===== config.mk =====
export PLATFORM = sky130hd
export DESIGN_NAME = vec_mem_port
export DESIGN_NICKNAME = d
export VERILOG_FILES = /design/src/rtl/vec_mem_port.sv
export SDC_FILE = /design/constraint.sdc
export NUM_CORES = 1
export LEC_CHECK = 0
export CAP_MARGIN = 15
export CORE_MARGIN = 1.5
export CORE_UTILIZATION = 32
export CTS_BUF_LIST = sky130_fd_sc_hd__clkbuf_16
export CTS_CLUSTER_SIZE = 14
export DETAILED_ROUTE_END_ITERATION = 8
export GPL_ROUTABILITY_DRIVEN = 0
export PLACE_DENSITY = 0.6
export SYNTH_ARGS = -nofsm -noshare
export SYNTH_HDL_FRONTEND = slang
export SYNTH_SLANG_ARGS = --single-unit

===== constraint.sdc =====
create_clock -name clk -period 2.45 [get_ports clk]
set_clock_uncertainty 0.15 [all_clocks]
set_input_delay 0.49 -clock clk [delete_from_list [all_inputs] [get_ports clk]]
set_output_delay 0.49 -clock clk [all_outputs]
set_load 0.005 [all_outputs]

===== src/rtl/vec_mem_port.sv =====
// Memory-stage access unit: splits a latched 128-bit load/store into 32-bit beats
// on a word-wide data memory, and returns the reassembled load with its destination.
module vec_mem_port #(
    parameter int ADDR_W = 16,
    parameter int BEATS  = 4
) (
    input  logic              clk,
    input  logic              rst,
    input  logic              flush,
    input  logic              rmem,
    input  logic              wmem,
    input  logic              VF,
    input  logic [ADDR_W-1:0] addr,
    input  logic [127:0]      wdata,
    input  logic [3:0]        rdest,
    output logic              stall,
    output logic [ADDR_W-1:0] mem_addr,
    output logic              mem_we,
    output logic              mem_re,
    output logic [31:0]       mem_wdata,
    input  logic [31:0]       mem_rdata,
    output logic [127:0]      ld_data,
    output logic [3:0]        ld_dest,
    output logic              ld_valid
);

    localparam int LANE_W = (BEATS > 1) ? $clog2(BEATS) : 1;

    typedef enum logic [1:0] {IDLE, WR, RD, FIN} state_t;

    state_t                  state_q;
    logic [LANE_W-1:0]       lane_q;
    logic [LANE_W-1:0]       lane_d;
    logic [LANE_W-1:0]       last_lane;
    logic                    vec_q;
    logic [3:0]              dest_q;
    logic [BEATS-1:0][31:0]  wdata_q;
    logic [BEATS-2:0][31:0]  rbuf_q;
    logic [ADDR_W-1:0]       mem_addr_q;
    logic                    mem_we_q;
    logic                    mem_re_q;
    logic [31:0]             mem_wdata_q;
    logic [127:0]            ld_data_q;
    logic [3:0]              ld_dest_q;
    logic                    ld_valid_q;

    assign lane_d    = lane_q + 1'b1;
    assign last_lane = vec_q ? LANE_W'(BEATS - 1) : '0;

    // Early load beats land in rbuf_q so an aborted load leaves ld_data untouched.
    // NOTE: every register here uses <= so all updates see pre-edge values, independent of statement order.
    always_ff @(posedge clk or negedge rst) begin
        if (!rst) begin
            state_q     <= IDLE;
            lane_q      <= '0;
            vec_q       <= 1'b0;
            dest_q      <= '0;
            wdata_q     <= '0;
            rbuf_q      <= '0;
            mem_addr_q  <= '0;
            mem_we_q    <= 1'b0;
            mem_re_q    <= 1'b0;
            mem_wdata_q <= '0;
            ld_data_q   <= '0;
            ld_dest_q   <= '0;
            ld_valid_q  <= 1'b0;
        end else begin
            ld_valid_q <= 1'b0;
            case (state_q)
                IDLE: begin
                    if (!flush && (rmem || wmem)) begin
                        mem_addr_q <= addr;
                        wdata_q    <= wdata;
                        dest_q     <= rdest;
                        vec_q      <= VF;
                        lane_q     <= '0;
                        if (wmem) begin
                            state_q     <= WR;
                            mem_we_q    <= 1'b1;
                            mem_wdata_q <= wdata[31:0];
                        end else begin
                            state_q  <= RD;
                            mem_re_q <= 1'b1;
                        end
                    end
                end
                WR: begin
                    if (lane_q == last_lane) begin
                        state_q  <= IDLE;
                        mem_we_q <= 1'b0;
                    end else begin
                        lane_q      <= lane_d;
                        mem_addr_q  <= mem_addr_q + 1'b1;
                        mem_wdata_q <= wdata_q[lane_d];
                    end
                end
                RD: begin
                    if (flush) begin
                        state_q  <= IDLE;
                        mem_re_q <= 1'b0;
                    end else begin
                        if (lane_q != '0) begin
                            rbuf_q[lane_q - 1'b1] <= mem_rdata;
                        end
                        if (lane_q == last_lane) begin
                            state_q  <= FIN;
                            mem_re_q <= 1'b0;
                        end else begin
                            lane_q     <= lane_d;
                            mem_addr_q <= mem_addr_q + 1'b1;
                        end
                    end
                end
                FIN: begin
                    state_q <= IDLE;
                    if (!flush) begin
                        ld_data_q  <= vec_q ? {mem_rdata, rbuf_q}
                                            : {{(32 * (BEATS - 1)){1'b0}}, mem_rdata};
                        ld_dest_q  <= dest_q;
                        ld_valid_q <= 1'b1;
                    end
                end
                default: state_q <= IDLE;
            endcase
        end
    end

    assign stall     = (state_q != IDLE);
    assign mem_addr  = mem_addr_q;
    assign mem_we    = mem_we_q;
    assign mem_re    = mem_re_q;
    assign mem_wdata = mem_wdata_q;
    assign ld_data   = ld_data_q;
    assign ld_dest   = ld_dest_q;
    assign ld_valid  = ld_valid_q;

endmodule

==> reports/results.ini <==
[outcome]
status = completed

[floorplan]
die_h_um = 238
ios = 370
start_util = 0.326
fp.dieArea_mm2 = 0.0567
rows = 85
die_x_um = 238
design.core.area_mm2 = 0.0542

[route]
num_vias = 12100
drtAntennaViolNets = 0
wl_per_cell_um = 19.4
first_pass_iters = 4
vias_per_cell = 4.86
wl_mm = 48.4
drt_iter0_drc = 738
remaining_drc_errors = 0

[logic_synthesis]
synth_edf_count = 0
yosysWarnings = 0
synth-seq-area-share = 0.589
synthFlopType = dfrtp_1
yosys_register_bits = 416
syn_avg_cell_area_um2 = 12.9
synthTopCellsByArea = dfrtp_1 59%, mux2_2 19%, nand2_1 4.6%
async_reset_ff_frac = 1.00
synth_mux_area_frac = 0.249
synth_fa_ha_area_frac = 0.00637
syn_inst = 1376
synth_top_area_frac = 0.589
synth_simple_gate_area_frac = 0.101
synth-xor-area-share = 0
synth_compound_area_frac = 0.0292
synth_nets = 1571
synth_top_family_by_area = multiplexers
synth_cell_types = 44
synth.largest_area_cell = dfrtp_1
synth_area_mm2 = 0.0177

[cts]
cts_buffer_depth = 3
root_buffer = clkbuf_16
cts_tree = done
clock_sinks = 416
htreeDepth = 2
path_clk_slew_ns = 0.06
cts_buffers = 46
clock_latency_ns = 0.57

[sta]
fmax_mhz = 426
maxSlewViolCount = 0
hold_viol = 0
slew_headroom = 0.340
worst_slack_ns = 0.103
fin_crit_ns = 2.35
post-route-period-util = 0.958
fin_hold_ws_ns = 0.298
worst_pin_slew_ns = 0.989
rsz0062_at_grt = no
setup_viol = 0

[placed_design]
port_buffers = 369
post-dp-hpwl_mm = 33.2
place_ws_ns = -0.0674

[cells_and_area]
layout_commonest_cell = dfrtp_1
final_nets = 1954
final_cell_mix = 414 x dfrtp_1, 367 x clkdlybuf4s50_1, 294 x mux2_2, 217 x nand2_1, 110 x nand3_1
drive_gt1_frac = 0.257
syn_to_final_growth_pct = 35.9

[min_path]
hold_class = in -> async

[setup_path]
crit_arrival_ns = 1.71
cp.required_ns = 1.81
crit_start = state_q[1]
startpoint_type = flip-flop
cp_max_fo = 11
timing.rr.start = lane_q[0]
worstSetupPathType = reg -> out
critPathCaptureType = primary output

[global_routing]
grt_max_degree = 95
grt_util_all_layers = 0.170
grt_pass1_wl_mm = 75.1
grt_overflow = 0
first_global_vias = 12700
antenna_found_initial = 5

[pwr]
ir_worst_vdd_uv = 583
p_leak_nw = 10.8
powerDensity_mw_per_mm2 = 1210

[job]
max-cap-violations = 0

[registers in the layout, indices dropped and copies added, names as in the netlist]
signal	flops
rbuf_q	96
dest_q	4
wdata_q	128
lane_q	2
ld_valid	1
ld_data	128
mem_addr	16
vec_q	1
mem_wdata	32
state_q	2
ld_dest	4
mem_re	1
mem_we	1
[power by group]
part,switching (mW),internal [mW],total [mW],leakage [nW]
combinational,4.45,6.37,10.8,4.75
clock,2.84,4.00,6.84,0.772
sequential,1.70,9.67,11.4,5.26
total,8.98,20.0,29.0,10.8
[per-stage QoR]
stage	total power [mW]	area (µm²)	utilization	TNS, ns	cells
floorplan	17.4	17700	-	-0.325	1376
global placement	22.0	22500	0.415	-6.67	2406
detailed placement	22.4	22500	0.415	-7.20	2406
CTS	29.4	24000	0.443	0	2491
global route	30.7	24000	0.443	0	2494
finish	29.0	24000	0.443	0	2494
[critical path, cell delays in order (launching register included)]
cell           delay [ns]
dfrtp_1              0.41
inv_2                0.10
ha_4                 0.23
inv_1                0.10
dlygate4sd2_1        0.30
[logic make-up after synthesis]
logic type,after synthesis
DFF,416
and+or+nand+nor,406
muxes,363
buffers and inverters,98
AOI/OAI and AO/OA,84
adders and majority gates,9
[repair_timing]
item,in CTS,in global routing
hold buffers,1,0
setup buffers,1,0
endpoints found under the hold margin,34,0
resized for setup,5,0
setup endpoints to repair,1,0
[final timing paths]
kind,endpoint,slack [ns],cells after the start
min in group clk,ld_data[99],0.31,2
hold / removal,ld_data[26],0.30,2
max in group asynchronous,ld_data[77],0.98,4
hold reg to reg,ld_data[99],0.31,2
setup / recovery,stall,0.10,4
setup reg to reg,mem_wdata[10],0.16,6
[layout make-up]
class | count | area (µm²)
Fill cell | 4940 | 30200
Tap cell | 696 | 871
Multi-Input combinational cell | 862 | 6870
Clock buffer | 47 | 1180
Clock inverter | 37 | 315
Sequential cell | 416 | 10400
Timing Repair Buffer | 424 | 4340
Antenna cell | 3 | 7.51
Inverter | 9 | 36.3
[per-layer routing]
metal	vias up	track usage	wire, µm
met1	6139	0.221	20800
met4	4	0.0644	1510
met2	275	0.281	23800
met3	90	0.0344	2310
li1	5613	-	-
met5	-	0	25
[Yosys cell counts (all sizes together), types with 3 or more instances]
cell	n
clkbuf	43
nor3b	3
nand3	110
a21oi	45
and3	7
nand2	219
inv	8
mux2i	37
nor3	4
mux4	32
buf	46
ha	9
o22ai	12
nor2	46
dfrtp	416
mux2	294
nand4	8
o21ai	12
No activity file was read; power rests on OpenSTA's default activity.
